[src/rtl/min_pkg.sv]
// Shared MIN framing constants, FSM state type and CRC-32 byte step.
// Used by both the receive and transmit framing paths.
package min_pkg;

  localparam logic [7:0]  SOF_BYTE   = 8'hAA;
  localparam logic [7:0]  STUFF_BYTE = 8'h55;
  localparam logic [7:0]  EOF_BYTE   = 8'h55;
  localparam logic [31:0] CRC_INIT   = 32'hFFFF_FFFF;
  localparam logic [31:0] CRC_POLY   = 32'hEDB8_8320;
  localparam logic [31:0] CRC_XOROUT = 32'hFFFF_FFFF;

  typedef enum logic [2:0] {
    ST_SEARCH,
    ST_ID,
    ST_LEN,
    ST_PAYLOAD,
    ST_CRC,
    ST_EOF
  } min_state_e;

  // Reflected CRC-32, one byte, LSB first.
  function automatic logic [31:0] crc32_byte(
    input logic [31:0] crc,
    input logic [7:0]  b
  );
    logic [31:0] c;
    c = crc ^ {24'h0, b};
    for (int i = 0; i < 8; i++) begin
      c = c[0] ? ((c >> 1) ^ CRC_POLY) : (c >> 1);
    end
    return c;
  endfunction

endpackage

[src/rtl/min_receive_fsm_if.sv]
// Byte-in / frame-out bundle for the MIN receive decoder.
// master = byte source and frame consumer, slave = decoder.
interface min_receive_fsm_if #(
  parameter int MAX_PAYLOAD = 4,
  parameter int LEN_WIDTH   = 6
);

  logic                     i_en;
  logic                     i_valid;
  logic [7:0]               i_data;
  logic                     o_frame;
  logic [7:0]               o_id;
  logic [LEN_WIDTH-1:0]     o_len;
  logic [8*MAX_PAYLOAD-1:0] o_data;
  logic                     o_crc_err;
  logic                     o_frame_err;

  modport master (
    output i_en, i_valid, i_data,
    input  o_frame, o_id, o_len, o_data,
    input  o_crc_err, o_frame_err
  );

  modport slave (
    input  i_en, i_valid, i_data,
    output o_frame, o_id, o_len, o_data,
    output o_crc_err, o_frame_err
  );

endinterface

[src/rtl/min_crc32.sv]
// Byte-wide reflected CRC-32 register.
// Clear wins over update; output is the raw (uncomplemented) register.
module min_crc32
  import min_pkg::*;
(
  input  logic        i_clk,
  input  logic        i_rst,
  input  logic        i_clr,
  input  logic        i_upd,
  input  logic [7:0]  i_data,
  output logic [31:0] o_crc
);

  logic [31:0] crc_q;

  always_ff @(posedge i_clk or posedge i_rst) begin
    if (i_rst) begin
      crc_q <= CRC_INIT;
    end else if (i_clr) begin
      crc_q <= CRC_INIT;
    end else if (i_upd) begin
      crc_q <= crc32_byte(crc_q, i_data);
    end
  end

  assign o_crc = crc_q;

endmodule

[src/rtl/min_receive_fsm.sv]
// MIN receive framing decoder: SOF search, unstuffing, CRC-32 check,
// shadow payload buffer published only on a good frame.
module min_receive_fsm
  import min_pkg::*;
#(
  parameter int MAX_PAYLOAD = 4,
  parameter int LEN_WIDTH   = 6
) (
  input  logic i_clk,
  input  logic i_rst,
  min_receive_fsm_if.slave bus
);

  min_state_e               state_q;
  logic [1:0]               aa_cnt_q;
  logic [1:0]               crc_cnt_q;
  logic [LEN_WIDTH-1:0]     idx_q;
  logic [LEN_WIDTH-1:0]     len_sh_q;
  logic [LEN_WIDTH-1:0]     len_q;
  logic [7:0]               id_sh_q;
  logic [7:0]               id_q;
  logic [7:0]               pay_q [MAX_PAYLOAD];
  logic [8*MAX_PAYLOAD-1:0] data_q;
  logic [31:0]              rx_crc_q;
  logic                     frame_q;
  logic                     crc_err_q;
  logic                     frame_err_q;

  logic        take;
  logic        is_aa;
  logic        sof;
  logic        stuff;
  logic        crc_upd;
  logic [1:0]  aa_next;
  logic [31:0] crc_w;

  assign take    = bus.i_en & bus.i_valid;
  assign is_aa   = bus.i_data == SOF_BYTE;
  assign sof     = take & is_aa & (aa_cnt_q == 2'd2);
  assign stuff   = (state_q != ST_SEARCH) & (aa_cnt_q == 2'd2);
  assign aa_next = is_aa ? aa_cnt_q + 2'd1 : 2'd0;
  assign crc_upd = take & ~stuff &
                   (state_q inside {ST_ID, ST_LEN, ST_PAYLOAD});

  min_crc32 u_crc (
    .i_clk  (i_clk),
    .i_rst  (i_rst),
    .i_clr  (sof),
    .i_upd  (crc_upd),
    .i_data (bus.i_data),
    .o_crc  (crc_w)
  );

  always_ff @(posedge i_clk or posedge i_rst) begin
    if (i_rst) begin
      state_q     <= ST_SEARCH;
      aa_cnt_q    <= '0;
      crc_cnt_q   <= '0;
      idx_q       <= '0;
      len_sh_q    <= '0;
      len_q       <= '0;
      id_sh_q     <= '0;
      id_q        <= '0;
      data_q      <= '0;
      rx_crc_q    <= '0;
      frame_q     <= 1'b0;
      crc_err_q   <= 1'b0;
      frame_err_q <= 1'b0;
      for (int k = 0; k < MAX_PAYLOAD; k++) pay_q[k] <= '0;
    end else begin
      frame_q     <= 1'b0;
      crc_err_q   <= 1'b0;
      frame_err_q <= 1'b0;
      if (sof) begin
        // A third AA always restarts the frame, whatever the state.
        state_q  <= ST_ID;
        aa_cnt_q <= '0;
        idx_q    <= '0;
        for (int k = 0; k < MAX_PAYLOAD; k++) pay_q[k] <= '0;
      end else if (take && stuff) begin
        aa_cnt_q <= '0;
        if (bus.i_data != STUFF_BYTE) begin
          frame_err_q <= 1'b1;
          state_q     <= ST_SEARCH;
        end
      end else if (take) begin
        unique case (state_q)
          ST_SEARCH: aa_cnt_q <= aa_next;
          ST_ID: begin
            aa_cnt_q <= aa_next;
            id_sh_q  <= bus.i_data;
            state_q  <= ST_LEN;
          end
          ST_LEN: begin
            aa_cnt_q  <= aa_next;
            len_sh_q  <= LEN_WIDTH'(bus.i_data);
            crc_cnt_q <= '0;
            if (bus.i_data > 8'(MAX_PAYLOAD)) begin
              frame_err_q <= 1'b1;
              aa_cnt_q    <= '0;
              state_q     <= ST_SEARCH;
            end else if (bus.i_data == 8'd0) begin
              state_q <= ST_CRC;
            end else begin
              state_q <= ST_PAYLOAD;
            end
          end
          ST_PAYLOAD: begin
            aa_cnt_q <= aa_next;
            for (int k = 0; k < MAX_PAYLOAD; k++) begin
              if (idx_q == LEN_WIDTH'(k)) pay_q[k] <= bus.i_data;
            end
            idx_q <= idx_q + LEN_WIDTH'(1);
            if (idx_q + LEN_WIDTH'(1) == len_sh_q) state_q <= ST_CRC;
          end
          ST_CRC: begin
            aa_cnt_q  <= aa_next;
            rx_crc_q  <= {rx_crc_q[23:0], bus.i_data};
            crc_cnt_q <= crc_cnt_q + 2'd1;
            if (crc_cnt_q == 2'd3) state_q <= ST_EOF;
          end
          ST_EOF: begin
            aa_cnt_q <= '0;
            state_q  <= ST_SEARCH;
            if (bus.i_data != EOF_BYTE) begin
              frame_err_q <= 1'b1;
            end else if ((crc_w ^ CRC_XOROUT) == rx_crc_q) begin
              frame_q <= 1'b1;
              id_q    <= id_sh_q;
              len_q   <= len_sh_q;
              for (int k = 0; k < MAX_PAYLOAD; k++) begin
                data_q[8*(MAX_PAYLOAD-1-k) +: 8] <= pay_q[k];
              end
            end else begin
              crc_err_q <= 1'b1;
            end
          end
          default: state_q <= ST_SEARCH;
        endcase
      end
    end
  end

  assign bus.o_frame     = frame_q;
  assign bus.o_id        = id_q;
  assign bus.o_len       = len_q;
  assign bus.o_data      = data_q;
  assign bus.o_crc_err   = crc_err_q;
  assign bus.o_frame_err = frame_err_q;

endmodule

[src/flat_wrapper.sv]
// flat-port wrapper written by rule: the top's interface ports become plain ports
module min_receive_fsm_flat import min_pkg::*;
#(
  parameter int MAX_PAYLOAD = 4,
  parameter int LEN_WIDTH   = 6
)
  (i_clk, i_rst, bus_i_en, bus_i_valid, bus_i_data, bus_o_frame, bus_o_id, bus_o_len, bus_o_data, bus_o_crc_err, bus_o_frame_err);
  min_receive_fsm_if #(.MAX_PAYLOAD(MAX_PAYLOAD), .LEN_WIDTH(LEN_WIDTH)) bus_i ();
  input  logic i_clk;
  input  logic i_rst;
  input wire logic [$bits(bus_i.i_en)-1:0] bus_i_en;
  input wire logic [$bits(bus_i.i_valid)-1:0] bus_i_valid;
  input wire logic [$bits(bus_i.i_data)-1:0] bus_i_data;
  output wire logic [$bits(bus_i.o_frame)-1:0] bus_o_frame;
  output wire logic [$bits(bus_i.o_id)-1:0] bus_o_id;
  output wire logic [$bits(bus_i.o_len)-1:0] bus_o_len;
  output wire logic [$bits(bus_i.o_data)-1:0] bus_o_data;
  output wire logic [$bits(bus_i.o_crc_err)-1:0] bus_o_crc_err;
  output wire logic [$bits(bus_i.o_frame_err)-1:0] bus_o_frame_err;
  assign bus_i.i_en = bus_i_en;
  assign bus_i.i_valid = bus_i_valid;
  assign bus_i.i_data = bus_i_data;
  assign bus_o_frame = bus_i.o_frame;
  assign bus_o_id = bus_i.o_id;
  assign bus_o_len = bus_i.o_len;
  assign bus_o_data = bus_i.o_data;
  assign bus_o_crc_err = bus_i.o_crc_err;
  assign bus_o_frame_err = bus_i.o_frame_err;
  min_receive_fsm #(.MAX_PAYLOAD(MAX_PAYLOAD), .LEN_WIDTH(LEN_WIDTH)) u_core (.i_clk(i_clk), .i_rst(i_rst), .bus(bus_i));
endmodule
[config.mk]
export PLATFORM = sky130hd
export DESIGN_NAME = min_receive_fsm_flat
export DESIGN_NICKNAME = d
export VERILOG_FILES = /design/src/rtl/min_pkg.sv /design/src/rtl/min_receive_fsm_if.sv /design/src/rtl/min_crc32.sv /design/src/rtl/min_receive_fsm.sv /design/src/flat_wrapper.sv
export SDC_FILE = /design/constraint.sdc
export NUM_CORES = 1
export LEC_CHECK = 0
export BUFFER_PORTS_ARGS = -buffer_cell sky130_fd_sc_hd__buf_2
export CAP_MARGIN = 25
export CELL_PAD_IN_SITES_DETAIL_PLACEMENT = 0
export CELL_PAD_IN_SITES_GLOBAL_PLACEMENT = 2
export CORE_ASPECT_RATIO = 0.5
export CORE_UTILIZATION = 44
export DETAILED_ROUTE_END_ITERATION = 6
export MAX_ROUTING_LAYER = met4
export PLACE_DENSITY = 0.92
export SYNTH_ARGS = -nofsm -noshare
export SYNTH_HDL_FRONTEND = slang
export SYNTH_SLANG_ARGS = --single-unit
export TNS_END_PERCENT = 50
[constraint.sdc]
create_clock -name i_clk -period 7.6 [get_ports i_clk]
set_input_delay 0 -clock i_clk [delete_from_list [all_inputs] [get_ports i_clk]]
set_output_delay 0 -clock i_clk [all_outputs]
set_load 0.02 [all_outputs]
==> flow_metrics.py <==
metrics = {
    "status": {
        "status": "finished, violations left",
        "violations": "DRC",
    },
    "detailed_routing": {
        "drtIter0Drc": 288,
        "viasPerCell": 5.382,
        "avgRoutedWirePerCell_um": 18.01,
        "postRouteAntennaNets": 0,
        "drc": 4,
        "dr.pass1.iters": 6,
        "vias": 5188,
        "wirelength_um": 17370,
    },
    "global_route": {
        "first_global_vias": 5227,
        "grt_use_total": 0.2050,
        "grt_pass1_wl_um": 28510,
        "antenna_found_initial": 0,
        "overflow": 0,
        "grt_start_max_net_pins": 89,
    },
    "worst_hold_path": {
        "holdPathEnd": "u_core.pay_q[22]",
        "holdCritPathClass": "primary input to flip-flop",
        "whs_path_depth": 2,
        "hold_path_startpoint": "bus_i_data[6]",
    },
    "die": {
        "fp.dieH_um": 97.30,
        "io_pins": 61,
        "initial_utilization": 0.4548,
        "num_rows": 34,
        "core-area_mm2": 0.01757,
        "die_w_um": 192.6,
        "die-area_mm2": 0.01874,
    },
    "worst_setup_path": {
        "worst_setup_path_end_kind": "flip-flop",
        "worstSetupPathType": "flip-flop to flip-flop",
        "rr_endpoint": "u_core.bus.o_data[3]",
        "worst-r2r-setup-slack_ns": 4.71,
        "r2r_cells": 7,
        "cp_max_fo": 46,
        "cp.arrival_ns": 3.20,
        "worstSetupStartpointType": "flip-flop",
        "crit_required_ns": 7.92,
        "reg2reg_from": "u_core.u_crc.o_crc[8]",
    },
    "cts": {
        "clkLatencyLatePin_ns": 0.44,
        "htreeDepth": 4,
        "cts-root-buf": "clkbuf_16",
        "path_clk_slew_ns": 0.08,
        "cts_resized": 0,
        "ctsLongestPathBuffers": 2,
        "cts_tree": "built",
        "cts_made_buffers": 17,
        "clkSinkCount": 172,
    },
    "timing": {
        "rsz0062_at_grt": "no",
        "finalHoldViolations": 0,
        "fin_skew_ns": 0.01349,
        "min_period_ns": 2.886,
        "setup-tns-final_ns": 0,
        "setup_violations": 0,
        "setup_slack_ns": 4.714,
        "fmax_ghz": 0.3465,
        "holdWs_ns": 0.02695,
        "finalCritPeriodShare": 0.3797,
        "finalMaxSlewViolations": 0,
        "tightest_slew_ns": 0.9345,
        "maxSlewHeadroom": 0.3770,
    },
    "pwr": {
        "vdd_drop_max_v": 0.0002170,
        "p_total_mw": 3.677,
        "switchingPower_mw": 1.363,
        "combPwrFrac": 0.377,
        "p_int_mw": 2.313,
        "p_seq_frac": 0.391,
        "p_sw_frac": 0.3708,
        "cellLeakagePower_nw": 4.255,
        "powerDensity_mw_per_mm2": 402.1,
        "power_frac_clock": 0.232,
    },
    "yosys": {
        "yosysWarnings": 0,
        "synthCells": 660,
        "ys.flop_type": "dfrtp_1",
        "ys_ff_latch": 172,
        "synth-edff-count": 0,
        "synth_fp_nets": 678,
        "ys_types": 41,
        "syn_avg_cell_area_um2": 12.11,
        "ys_seq_area_frac": 0.5436,
        "synthArstFlopShare": 1.000,
        "netlist_area_mm2": 0.007991,
    },
    "layout": {
        "layout_commonest_cell": "dfrtp_1",
        "syn2layout_area_growth_pct": 14.40,
        "drive_above_1_share": 0.3306,
        "fillers": 1510,
        "final_nets": 735,
        "final_cells": 964,
        "final_cell_mix": "dfrtp_1 (140), mux2_2 (105), xnor2_1 (72), buf_2 (60), a21oi_1 (47)",
    },
    "placed_design": {
        "io_buffers": 60,
        "pre_cts_ws_ns": 4.741,
        "dp_hpwl_um": 11330,
        "placedCellCount": 926,
        "gp_congestion": 0.7947,
    },
    "job": {
        "maxCapViolations": 0,
    },
}
## flip-flops by register name (all words and copies together) (netlist names), 6 cells and up
register            cells
u_core.bus.o_data      32
u_core.pay_q           32
u_core.rx_crc_q        32
u_core.u_crc.o_crc     32
u_core.bus.o_id         8
u_core.id_sh_q          8
u_core.bus.o_len        6
u_core.idx_q            6
u_core.len_sh_q         6
## cell usage after synthesis (all sizes together), types with 2 or more instances
library cell / count / area, um2
nor4: 7 / 58.81
o21ai: 28 / 140.1
inv: 6 / 22.52
nand2: 30 / 112.6
nor2: 10 / 37.54
nand4: 7 / 43.79
nor2b: 5 / 31.28
a31oi: 2 / 12.51
a21oi: 47 / 235.2
or3: 5 / 31.28
o41ai: 2 / 17.52
xnor2: 72 / 630.6
dfstp: 32 / 840.8
clkbuf: 28 / 105.1
o31ai: 2 / 15.01
buf: 7 / 56.30
mux2i: 2 / 20.02
mux2: 109 / 1227
nor3: 39 / 195.2
xor2: 37 / 324.1
nand3: 10 / 50.05
and2: 3 / 18.77
nand2b: 3 / 18.77
a22o: 3 / 26.28
o2bb2ai: 2 / 17.52
ha: 6 / 75.07
nand3b: 2 / 15.01
dfrtp: 140 / 3503
and3: 4 / 25.02
and4b: 2 / 20.02
## through the flow
step	util	instance area, um2
2_1_floorplan	-	7991
3_3_place_gp	0.4830	8486
3_5_place_dp	0.4830	8486
4_1_cts	0.5182	9105
5_1_grt	0.5202	9140
6_report	0.5204	9143
## routing by layer
layer / vias to the layer above / global-route usage / share of wire
li1: 2426 / - / -
met1: 2650 / 0.2872 / 0.50
met2: 86 / 0.2991 / 0.45
met3: 26 / 0.04009 / 0.030
met4: 0 / 0.06481 / 0.018
met5: - / - / 0
## cell type report
cell class	instances	area (um2)	share of cell area
multi-input combinational	447	3468	0.3794
sequential	172	4344	0.4752
inverter	6	27.53	0.003011
clock inverter	14	153.9	0.01683
tap	234	292.8	0.03202
timing repair buffer	73	427.9	0.04680
antenna	1	2.502	0.0002737
clock buffer	17	425.4	0.04653
## power by group through the flow
stage          combinational, mW  clock, mW  sequential (mW)
6_report                    1.38      0.854             1.44
5_1_grt                     1.52      0.902             1.47
4_1_cts                     1.38      0.865             1.43
3_5_place_dp                1.37          0             1.45
3_3_place_gp                1.36          0             1.44
2_1_floorplan               1.13          0             1.38
## how the worst max path moves through the flow
stage,slack (ns),from,to
finish,4.71,u_core.u_crc.o_crc[8],u_core.bus.o_data[3]
global route,4.57,u_core.u_crc.o_crc[8],u_core.bus.o_data[0]
CTS,4.72,u_core.u_crc.o_crc[8],u_core.bus.o_data[3]
detailed placement,4.74,u_core.u_crc.o_crc[8],u_core.bus.o_data[3]
global placement,4.80,u_core.u_crc.o_crc[8],u_core.bus.o_data[4]
floorplan,2.99,i_rst,u_core.aa_cnt_q[0]
## logic make-up after synthesis
group | after synthesis | share of synthesized area
adder cells (fa/ha/maj) | 6 | 0.009394
buffers and inverters | 41 | 0.02301
multiplexers | 111 | 0.1561
AO/OA/AOI/OAI | 90 | 0.06185
XOR/XNOR | 109 | 0.1195
flip-flops | 172 | 0.5436
AND/OR/NAND/NOR | 131 | 0.08658
## worst max-delay path, stage by stage (launching register included)
cell and delay, ns:
dfstp_2 0.56, xnor2_1 0.07, nor4_1 0.43, nand4_1 0.13, or3_1 0.44, nor4_4 0.14, buf_4 0.55, mux2_2 0.42
## timing repair
| action | 4_1_cts | 5_1_grt |
|---|---|---|
| buffers inserted | 0 | 0 |
| hold endpoints to repair | 62 | 0 |
| hold buffers | 4 | 0 |
(Power assumes the default switching activity.)
